## src/rtl/vga_timing_pkg.sv

```systemverilog
`default_nettype none
// ============================================================================
// Module      : vga_timing_pkg
// Description : Shared 640x480@60 raster constants and the sync strobe bundle
//               carried by the video delay lines.
// Revision    : 1.0 - initial release
// ============================================================================
package vga_timing_pkg;

    // Default 640x480 @ 60 Hz geometry (pixels / lines)
    localparam int DEF_H_VISIBLE = 640;
    localparam int DEF_H_FP      = 16;
    localparam int DEF_H_SYNC    = 96;
    localparam int DEF_H_BP      = 48;
    localparam int DEF_V_VISIBLE = 480;
    localparam int DEF_V_FP      = 10;
    localparam int DEF_V_SYNC    = 2;
    localparam int DEF_V_BP      = 33;

    localparam int H_TOTAL = DEF_H_VISIBLE + DEF_H_FP + DEF_H_SYNC + DEF_H_BP;
    localparam int V_TOTAL = DEF_V_VISIBLE + DEF_V_FP + DEF_V_SYNC + DEF_V_BP;

    // Sync strobes travelling together: hs/vs active-low, de active-high
    typedef struct packed {
        logic hs;
        logic vs;
        logic de;
    } sync_bus_t;

    // Inactive level of every strobe
    localparam sync_bus_t SYNC_IDLE = '{hs: 1'b1, vs: 1'b1, de: 1'b0};

endpackage
`default_nettype wire

```

## src/rtl/sync_delay_line.sv

```systemverilog
`default_nettype none
// ============================================================================
// Module      : sync_delay_line
// Description : N-stage shift register for a sync_bus_t, clearing to the
//               idle strobe levels. N=0 degenerates to a plain wire.
// Revision    : 1.0 - initial release
// ============================================================================
module sync_delay_line
    import vga_timing_pkg::*;
#(
    parameter int N = 2
) (
    input  logic      i_clk,
    input  logic      i_rst,
    input  sync_bus_t i_bus,
    output sync_bus_t o_bus
);

    generate
        if (N == 0) begin : g_wire
            // Clock and reset have no role without stages
            wire w_unused = &{1'b0, i_clk, i_rst};
            assign o_bus = i_bus;
        end else begin : g_pipe
            sync_bus_t [N-1:0] r_stage;

            // Shift one stage per clock; reset parks every stage at idle
            always_ff @(posedge i_clk) begin
                if (i_rst) begin
                    for (int i = 0; i < N; i++) begin
                        r_stage[i] <= SYNC_IDLE;
                    end
                end else begin
                    r_stage[0] <= i_bus;
                    for (int i = 1; i < N; i++) begin
                        r_stage[i] <= r_stage[i-1];
                    end
                end
            end

            assign o_bus = r_stage[N-1];
        end
    endgenerate

endmodule
`default_nettype wire

```

## src/rtl/vga_scan_timing.sv

```systemverilog
`default_nettype none
// ============================================================================
// Module      : vga_scan_timing
// Description : Raster generator. Divides clk_125MHz down to the pixel rate,
//               scans DrawX/DrawY over the full frame and emits hs/vs/vde
//               delayed to line up with the downstream colour pipeline.
// Revision    : 1.0 - initial release
// ============================================================================
module vga_scan_timing
    import vga_timing_pkg::*;
#(
    parameter int CLK_DIV    = 5,
    parameter int H_VISIBLE  = DEF_H_VISIBLE,
    parameter int H_FP       = DEF_H_FP,
    parameter int H_SYNC     = DEF_H_SYNC,
    parameter int H_BP       = DEF_H_BP,
    parameter int V_VISIBLE  = DEF_V_VISIBLE,
    parameter int V_FP       = DEF_V_FP,
    parameter int V_SYNC     = DEF_V_SYNC,
    parameter int V_BP       = DEF_V_BP,
    parameter int SYNC_DELAY = 2
) (
    input  logic       clk_125MHz,
    input  logic       reset,
    output logic [9:0] DrawX,
    output logic [9:0] DrawY,
    output logic       pixel_tick,
    output logic       frame_start,
    output logic       hs,
    output logic       vs,
    output logic       vde
);

    localparam int c_H_TOTAL = H_VISIBLE + H_FP + H_SYNC + H_BP;
    localparam int c_V_TOTAL = V_VISIBLE + V_FP + V_SYNC + V_BP;
    localparam int c_DIV_W   = $clog2(CLK_DIV);

    localparam logic [c_DIV_W-1:0] c_DIV_LAST = c_DIV_W'(CLK_DIV - 1);

    localparam logic [9:0] c_H_LAST     = 10'(c_H_TOTAL - 1);
    localparam logic [9:0] c_V_LAST     = 10'(c_V_TOTAL - 1);
    localparam logic [9:0] c_H_VIS      = 10'(H_VISIBLE);
    localparam logic [9:0] c_V_VIS      = 10'(V_VISIBLE);
    localparam logic [9:0] c_HS_START   = 10'(H_VISIBLE + H_FP);
    localparam logic [9:0] c_HS_END     = 10'(H_VISIBLE + H_FP + H_SYNC - 1);
    localparam logic [9:0] c_VS_START   = 10'(V_VISIBLE + V_FP);
    localparam logic [9:0] c_VS_END     = 10'(V_VISIBLE + V_FP + V_SYNC - 1);

    logic [c_DIV_W-1:0] r_div;
    logic               r_tick;
    logic               r_frame_start;
    logic [9:0]         r_x;
    logic [9:0]         r_y;
    logic               w_div_last;
    logic               w_x_last;
    logic               w_y_last;
    sync_bus_t          w_raw;
    sync_bus_t          w_dly;

    assign w_div_last = (r_div == c_DIV_LAST);
    assign w_x_last   = (r_x == c_H_LAST);
    assign w_y_last   = (r_y == c_V_LAST);

    // Pixel divider; tick and frame_start are registered so both land on the
    // cycle after the divider's last count, one cycle before the counters move
    always_ff @(posedge clk_125MHz) begin
        if (reset) begin
            r_div         <= '0;
            r_tick        <= 1'b0;
            r_frame_start <= 1'b0;
        end else begin
            r_div         <= w_div_last ? '0 : r_div + 1'b1;
            r_tick        <= w_div_last;
            r_frame_start <= w_div_last && w_x_last && w_y_last;
        end
    end

    // Raster counters advance on the edge after each tick, with explicit wraps
    always_ff @(posedge clk_125MHz) begin
        if (reset) begin
            r_x <= '0;
            r_y <= '0;
        end else if (r_tick) begin
            if (w_x_last) begin
                r_x <= '0;
                r_y <= w_y_last ? '0 : r_y + 10'd1;
            end else begin
                r_x <= r_x + 10'd1;
            end
        end
    end

    // Undelayed strobes decoded straight from the registered counters
    always_comb begin
        w_raw    = SYNC_IDLE;
        w_raw.hs = ~((r_x >= c_HS_START) && (r_x <= c_HS_END));
        w_raw.vs = ~((r_y >= c_VS_START) && (r_y <= c_VS_END));
        w_raw.de = (r_x < c_H_VIS) && (r_y < c_V_VIS);
    end

    // Align strobes with the BRAM read and colour-mapping latency
    sync_delay_line #(
        .N (SYNC_DELAY)
    ) u_sync_delay (
        .i_clk (clk_125MHz),
        .i_rst (reset),
        .i_bus (w_raw),
        .o_bus (w_dly)
    );

    assign DrawX       = r_x;
    assign DrawY       = r_y;
    assign pixel_tick  = r_tick;
    assign frame_start = r_frame_start;
    assign hs          = w_dly.hs;
    assign vs          = w_dly.vs;
    assign vde         = w_dly.de;

endmodule
`default_nettype wire

```

## config.mk

```make
export PLATFORM = sky130hd
export DESIGN_NAME = vga_scan_timing
export DESIGN_NICKNAME = d
export VERILOG_FILES = /design/src/rtl/vga_timing_pkg.sv /design/src/rtl/sync_delay_line.sv /design/src/rtl/vga_scan_timing.sv
export SDC_FILE = /design/constraint.sdc
export NUM_CORES = 1
export LEC_CHECK = 0
export BUFFER_PORTS_ARGS = -buffer_cell sky130_fd_sc_hd__buf_2
export CAP_MARGIN = 40
export CORE_ASPECT_RATIO = 0.6
export CORE_MARGIN = 10
export CORE_UTILIZATION = 54
export DETAILED_ROUTE_END_ITERATION = 8
export GPL_TIMING_DRIVEN = 0
export PLACE_DENSITY = 0.78
export SLEW_MARGIN = 10
export SYNTH_ARGS = -nofsm -noshare
export SYNTH_HDL_FRONTEND = slang
export SYNTH_SLANG_ARGS = --single-unit
```

## constraint.sdc

```tcl
create_clock -name clk_125MHz -period 2.35 [get_ports clk_125MHz]
set_input_delay 0.47 -clock clk_125MHz [delete_from_list [all_inputs] [get_ports clk_125MHz]]
set_output_delay 0.47 -clock clk_125MHz [all_outputs]
set_load 0.02 [all_outputs]
```

== After elaboration in Yosys (flattened, before gate mapping) ==
Cells that the tools add are included.

* Register bits: 31
* Logic and storage cells: 34

* Equality and inequality tests: 3
* Bitwise operators: 2
* Add/sub/neg operators: 3
* Multiplexer cells: 2
* Magnitude comparators: 6
* Reductions and logical operators: 7

{| class="wikitable"
|+ Operators with widths
! cell !! count
|-
| adder 10 x 1 -> 10 bit (second input constant) || 2
|-
| == test 10 bit (second input constant) || 2
|-
| two-way mux 10 bit || 2
|-
| greater-or-equal comparator 10 bit (second input constant) || 1
|-
| greater-or-equal comparator 10 x 9 -> 1 bit (second input constant) || 1
|-
| <= comparator 10 bit (second input constant) || 1
|-
| <= comparator 10 x 9 -> 1 bit (second input constant) || 1
|-
| < comparator 10 bit (second input constant) || 1
|-
| < comparator 10 x 9 -> 1 bit (second input constant) || 1
|-
| logical AND 1 bit || 5
|-
| adder 3 x 1 -> 3 bit (second input constant) || 1
|-
| == test 3 bit (second input constant) || 1
|-
| inverter 1 bit || 2
|-
| AND reduction 2 bit || 1
|-
| OR reduction 2 bit || 1
|}

== Depth between registers and ports, before layout ==
* Depth in word-level cells: 3
* Depth in mapped cells: 7
* Depth with buffers taken out: 6

== By module ==
A second synthesis with hierarchy kept.

* Cell total of the unflattened synthesis: 159
* Area total of the unflattened synthesis: 1420.1 um^2

{| class="wikitable"
|+ Modules (own cells, without submodules)
! module !! area each (um^2) !! instances !! seq. area each (um^2) !! cells an instance
|-
| vga_scan_timing || 1239.9 || 1 || 500.5 || 144
|-
| sync_delay_line || 180.2 || 1 || 120.1 || 15
|}

== Worst setup path after synthesis ==
No wires, ideal clock.

* Path kind: register -> register
* Start point: reg r_x[0], in the netlist DrawX[0]
* End point: reg r_y[4], in the netlist DrawY[4]
* Data required time: 2279 ps
* Data arrival time: 1893 ps
* Stages on the path, launching flop included: 7
* Path slack: 386 ps
* Library setup time: 71 ps
* Cell sequence: dfxtp_1 ha_1 nand3_1 or4_4 buf_6 a2111o_1 a21oi_1

* Longest elaborated chain between the ends: 2

{| class="wikitable"
|+ RTL lines
! item !! RTL line !! text
|-
| from (decl) || vga_scan_timing.sv:52 || <nowiki>logic [9:0] r_x;</nowiki>
|-
| from (signal assigned) || vga_scan_timing.sv:88 || <nowiki>r_x <= r_x + 10'd1;</nowiki>
|-
| == test 10 bit || vga_scan_timing.sv:61 || <nowiki>assign w_x_last = (r_x == c_H_LAST);</nowiki>
|-
| AND reduction 2 bit (no source line) || - ||
|-
| to (signal assigned) || vga_scan_timing.sv:86 || <nowiki>r_y <= w_y_last ? '0 : r_y + 10'd1;</nowiki>
|-
| to (decl) || vga_scan_timing.sv:53 || <nowiki>logic [9:0] r_y;</nowiki>
|}

Every way passes these cells.
A chain may end at the register's enable or synchronous reset.

== Worst setup path in the final report ==
* Start point: reg r_y[5], in the netlist DrawY[5]
* End point: reg r_y[9], in the netlist DrawY[9]

* Longest elaborated chain between the ends: 2

{| class="wikitable"
|+ RTL lines
! item !! RTL line
|-
| adder 10 x 1 -> 10 bit or == test 10 bit (tied branches) || vga_scan_timing.sv:86, vga_scan_timing.sv:62
|-
| two-way mux 10 bit (*) || vga_scan_timing.sv:86
|}

Every way passes the cells marked *; elsewhere a longest branch is shown, timed or not.

==> impl_results.html <==
<table>
<tr><th>Metric</th><th>Value</th></tr>
<tr><th colspan="2">Min path</th></tr>
<tr><td>Hold crit path type</td><td>reg2reg</td></tr>
<tr><td>Instance count along the most critical hold path</td><td>1</td></tr>
<tr><td>Capture endpoint of the worst hold path</td><td>u_sync_delay.o_bus[2]</td></tr>
<tr><td>Worst hold start</td><td>u_sync_delay.g_pipe.r_stage[2]</td></tr>
<tr><th colspan="2">Finish</th></tr>
<tr><td>Inserted Diodes</td><td>0</td></tr>
<tr><td>Total number of nets in the final design</td><td>211</td></tr>
<tr><td>Fraction of layout instances using a drive strength above 1</td><td>0.192</td></tr>
<tr><td>Final design instance area without fill</td><td>1750 sq um</td></tr>
<tr><td>Final instance count without filler cells</td><td>235</td></tr>
<tr><td>Fraction of the core area covered by cells at the end of the flow</td><td>0.687</td></tr>
<tr><td>Area added between synthesis and finish</td><td>20.1%</td></tr>
<tr><th colspan="2">Timing</th></tr>
<tr><td>Number of max-slew violations in the final report</td><td>0</td></tr>
<tr><td>Final setup vio count</td><td>0</td></tr>
<tr><td>Unrepaired setup endpoints after global routing</td><td>false</td></tr>
<tr><td>Final Hold Vio Count</td><td>0</td></tr>
<tr><td>Final Critical Period</td><td>2.19 ns</td></tr>
<tr><td>Measured slew at the worst slew-check pin</td><td>0.618 ns</td></tr>
<tr><td>Setup skew after layout</td><td>0.00585 ns</td></tr>
<tr><td>Final critical-path share of the clock period</td><td>0.934</td></tr>
<tr><td>Sum Neg Setup Slack</td><td>0 ns</td></tr>
<tr><td>Highest attainable clock frequency</td><td>456 MHz</td></tr>
<tr><td>Max-slew headroom at the worst pin</td><td>0.582</td></tr>
<tr><th colspan="2">Drt</th></tr>
<tr><td>Pre-antenna DRT Iters</td><td>4</td></tr>
<tr><td>DRT Wirelength</td><td>3800 um</td></tr>
<tr><td>Number of antenna-violating nets in the routed design</td><td>0</td></tr>
<tr><td>Via count normalized by instance count</td><td>5.70</td></tr>
<tr><td>Post-detailed-route wirelength per cell</td><td>16.2 um</td></tr>
<tr><td>Detailed router's first-iteration violation count</td><td>153</td></tr>
<tr><td>Drt drc</td><td>0</td></tr>
<tr><td>Number of vias after detailed routing</td><td>1340</td></tr>
<tr><th colspan="2">Power and ir drop</th></tr>
<tr><td>Clock network fraction of design power</td><td>0.496</td></tr>
<tr><td>Flop pwr share</td><td>0.476</td></tr>
<tr><td>Leakage power summed over all cells</td><td>0.000670 uW</td></tr>
<tr><td>Pwr dens</td><td>646 nW/um^2</td></tr>
<tr><td>Fraction of power spent switching nets</td><td>0.214</td></tr>
<tr><td>Switching power total</td><td>242 uW</td></tr>
<tr><td>Total power of the final layout</td><td>1130 uW</td></tr>
<tr><td>Combinational group share of total power</td><td>0.028</td></tr>
<tr><td>Cell-internal power</td><td>886 uW</td></tr>
<tr><td>IR drop worst, VDD</td><td>0.000520 V</td></tr>
<tr><th colspan="2">Run</th></tr>
<tr><td>Number of max-cap violations</td><td>0</td></tr>
<tr><th colspan="2">GRT</th></tr>
<tr><td>Number of antenna violations at the first check in global routing</td><td>0</td></tr>
<tr><td>Vias in the first global route</td><td>1327</td></tr>
<tr><td>Largest net degree at the start of global routing</td><td>11</td></tr>
<tr><td>Total global routing track utilization</td><td>0.155</td></tr>
<tr><td>First-pass GRT wire length</td><td>6370 um</td></tr>
<tr><td>Remaining global-route overflow</td><td>0</td></tr>
<tr><th colspan="2">Yosys</th></tr>
<tr><td>Sequential share of the synthesized area</td><td>0.427</td></tr>
<tr><td>Number of register bits inferred by synthesis</td><td>31</td></tr>
<tr><td>Post-synthesis area per instance</td><td>8.55 sq um</td></tr>
<tr><td>Number of enable-type register cells in the synthesized netlist</td><td>0</td></tr>
<tr><td>Fraction of synthesized cell area taken by the top area cell type</td><td>0.427</td></tr>
<tr><td>Warnings from Yosys</td><td>0</td></tr>
<tr><td>Net count after synthesis</td><td>179</td></tr>
<tr><td>Post-synthesis instance area</td><td>1450 sq um</td></tr>
<tr><td>Gate count of the mapped netlist</td><td>170</td></tr>
<tr><td>Commonest register cell after synthesis</td><td>sky130_fd_sc_hd__dfxtp_1</td></tr>
<tr><td>Share of async-settable or async-resettable flops after synthesis</td><td>0</td></tr>
<tr><td>Cell types with the largest area share after synthesis</td><td>sky130_fd_sc_hd__dfxtp_1 (43%), sky130_fd_sc_hd__ha_1 (6.0%), sky130_fd_sc_hd__nand3_1 (4.1%), sky130_fd_sc_hd__nor2_1 (3.9%), sky130_fd_sc_hd__a21oi_1 (3.8%)</td></tr>
<tr><td>Yosys top cell by area</td><td>sky130_fd_sc_hd__dfxtp_1</td></tr>
<tr><td>Number of distinct library cell variants in the gate-level netlist after synthesis</td><td>34</td></tr>
<tr><th colspan="2">Setup path</th></tr>
<tr><td>Reg-to-reg critical path endpoint</td><td>DrawY[9]</td></tr>
<tr><td>Crit. End Element</td><td>flip-flop</td></tr>
<tr><td>Crit-path max FO</td><td>10</td></tr>
<tr><td>Most common cell on crit path</td><td>sky130_fd_sc_hd__clkbuf_1</td></tr>
<tr><td>Critical-path top delay cell</td><td>sky130_fd_sc_hd__nor4b_1</td></tr>
<tr><td>Launching element type of the critical path</td><td>flip-flop</td></tr>
<tr><td>Reg-to-reg startpoint</td><td>DrawY[5]</td></tr>
<tr><td>CP arrival</td><td>2.37 ns</td></tr>
<tr><td>Crit path cell chain</td><td>clkbuf_1 -&gt; nor4b_1 -&gt; nand3_1 -&gt; clkbuf_1 -&gt; a21oi_1 -&gt; o21ai_0</td></tr>
<tr><td>Stage delay of the slowest cell on the critical path</td><td>0.62 ns</td></tr>
<tr><td>Start-to-end type of the worst setup path</td><td>reg2reg</td></tr>
<tr><td>Worst reg2reg setup slack</td><td>0.16 ns</td></tr>
<tr><td>Worst Path Required</td><td>2.52 ns</td></tr>
<tr><td>Cell count of the worst reg-to-reg path</td><td>6</td></tr>
<tr><th colspan="2">Clocking</th></tr>
<tr><td>Total clock buffers created by CTS</td><td>5</td></tr>
<tr><td>H-tree depth reported by CTS</td><td>2</td></tr>
<tr><td>Later-pin clock latency in the skew report</td><td>0.29 ns</td></tr>
<tr><td>CTS root buffer</td><td>sky130_fd_sc_hd__clkbuf_8</td></tr>
<tr><td>Clock slew at the register clock pins of the worst setup and hold paths</td><td>0.07 ns</td></tr>
<tr><td>Maximum clock insertion buffer count</td><td>2</td></tr>
<tr><td>CTS Sinks</td><td>31</td></tr>
<tr><td>CTS Hold Buffers Added</td><td>0</td></tr>
<tr><td>TritonCTS clock tree</td><td>done</td></tr>
<tr><th colspan="2">Floorplanning</th></tr>
<tr><td>Number of placement rows</td><td>14</td></tr>
<tr><td>Die width</td><td>87.0 um</td></tr>
<tr><td>Vertical die dimension</td><td>60.2 um</td></tr>
<tr><td>Initial core utilization</td><td>0.572</td></tr>
<tr><td>Area of the core</td><td>2540 sq um</td></tr>
<tr><td>Die ar.</td><td>5240 sq um</td></tr>
<tr><td>I/O Pins</td><td>27</td></tr>
<tr><th colspan="2">Status</th></tr>
<tr><td>Status</td><td>complete, no violations</td></tr>
<tr><th colspan="2">Place</th></tr>
<tr><td>IO Port Bufs</td><td>25</td></tr>
<tr><td>Dpl cell area</td><td>1620 sq um</td></tr>
<tr><td>Total instance count after detailed placement</td><td>227</td></tr>
<tr><td>HPWL reported at the end of detailed placement</td><td>2540 um</td></tr>
<tr><td>Placer Congestion</td><td>0.897</td></tr>
</table>
-- cell usage in the layout, fill, tap and decap left out, types with 2 or more instances in the layout --
| master | count |
|---|---|
| sky130_fd_sc_hd__a21oi_1 | 11 |
| sky130_fd_sc_hd__a31oi_1 | 2 |
| sky130_fd_sc_hd__and2_1 | 5 |
| sky130_fd_sc_hd__and3_1 | 4 |
| sky130_fd_sc_hd__buf_2 | 25 |
| sky130_fd_sc_hd__clkbuf_1 | 6 |
| sky130_fd_sc_hd__clkbuf_8 | 6 |
| sky130_fd_sc_hd__dfxtp_1 | 31 |
| sky130_fd_sc_hd__ha_1 | 7 |
| sky130_fd_sc_hd__inv_1 | 12 |
| sky130_fd_sc_hd__nand2_1 | 12 |
| sky130_fd_sc_hd__nand2b_1 | 3 |
| sky130_fd_sc_hd__nand3_1 | 12 |
| sky130_fd_sc_hd__nand4_1 | 6 |
| sky130_fd_sc_hd__nor2_1 | 15 |
| sky130_fd_sc_hd__nor3_1 | 5 |
| sky130_fd_sc_hd__nor4_1 | 3 |
| sky130_fd_sc_hd__o21ai_0 | 5 |
| sky130_fd_sc_hd__o32ai_1 | 4 |
| sky130_fd_sc_hd__or2_2 | 2 |
| sky130_fd_sc_hd__or3_1 | 3 |
| sky130_fd_sc_hd__xnor2_1 | 5 |
| sky130_fd_sc_hd__xor2_1 | 4 |
-- how the worst max path moves through the flow --
stage / slack [ns] / end / cells past startpoint / start
after global placement: 0.35 / DrawY[7] / 5 / DrawX[0]
after floorplan: 0.39 / DrawY[4] / 6 / DrawX[0]
after detailed placement: 0.28 / DrawY[7] / 5 / DrawX[0]
final: 0.16 / DrawY[9] / 6 / DrawY[5]
after global routing: 0.005 / DrawY[9] / 6 / DrawY[5]
after CTS: 0.25 / DrawY[7] / 5 / DrawX[0]
-- flip-flops by register name (all words and copies together) (netlist names) --
name / flops
u_sync_delay.o_bus: 3
DrawX: 10
DrawY: 10
frame_start: 1
pixel_tick: 1
r_div: 3
u_sync_delay.g_pipe.r_stage: 3
-- routing by layer --
layer | vias up | track usage | share of wire
li1 | 663 | - | -
met1 | 617 | 0.177 | 0.43
met2 | 52 | 0.248 | 0.45
met3 | 8 | 0.0706 | 0.10
met4 | 0 | 0.0690 | 0.014
met5 | - | 0 | 0
-- cells in the mapped netlist (all sizes together) (3+ instances only) --
library cell,number
and3,4
ha,7
nand2,12
nand2b,3
nor4,4
a21oi,11
clkbuf,6
xnor2,5
or2,3
and2,5
inv,12
o32ai,4
nor2,15
nand3,12
or3,3
o21ai,5
dfxtp,31
xor2,4
nand4,6
nor3,5
-- metrics by stage --
stage,hold WS [ns],setup slack (ns)
finish,0.418,0.155
global route,0.448,0.00467
CTS,0.419,0.249
detailed placement,0.403,0.282
global placement,0.392,0.351
floorplan,0.389,0.386
-- worst max-delay path, delay by kind of cell, from the launching register on --
| family | cells | cell delay (ns) |
|---|---|---|
| buffers and inverters | 2 | 0.52 |
| and+or+nand+nor | 2 | 0.90 |
| AOI/OAI and AO/OA | 2 | 0.34 |
| DFF | 1 | 0.31 |
-- kinds of logic (layout without fill, tap and decap cells) --
logic type	count (synthesis)	count (layout)	share of synthesized area
AO/OA/AOI/OAI	25	25	0.107
XOR/XNOR	9	9	0.0542
adder cells (fa/ha/maj)	7	7	0.0602
buffers and inverters	19	52	0.0542
flip-flops	31	31	0.427
multiplexers	1	1	0.00688
AND/OR/NAND/NOR	78	78	0.291
-- power groups by stage --
stage,combinational [uW],sequential [uW],clock [uW]
after floorplan,21.0,549,0
after global placement,29.6,547,0
after detailed placement,30.9,548,0
after CTS,31.9,536,557
after global routing,36.4,537,592
final,31.8,536,560
-- cell type report --
| class | instances | area (sq um) |
|---|---|---|
| buffer | 7 | 33.8 |
| clock buffer | 6 | 82.6 |
| clock inverter | 2 | 35.0 |
| fill | 215 | 795 |
| inverter | 12 | 45.0 |
| multi-input combinational | 120 | 763 |
| sequential | 31 | 621 |
| tap | 32 | 40.0 |
| timing repair buffer | 25 | 125 |
-- repair_timing --
item                       in CTS  in global routing
buffers inserted                0                  0
setup endpoints to repair       0                  1
resized for setup               0                  1
Note: power is estimated with default switching activity, not from simulation.
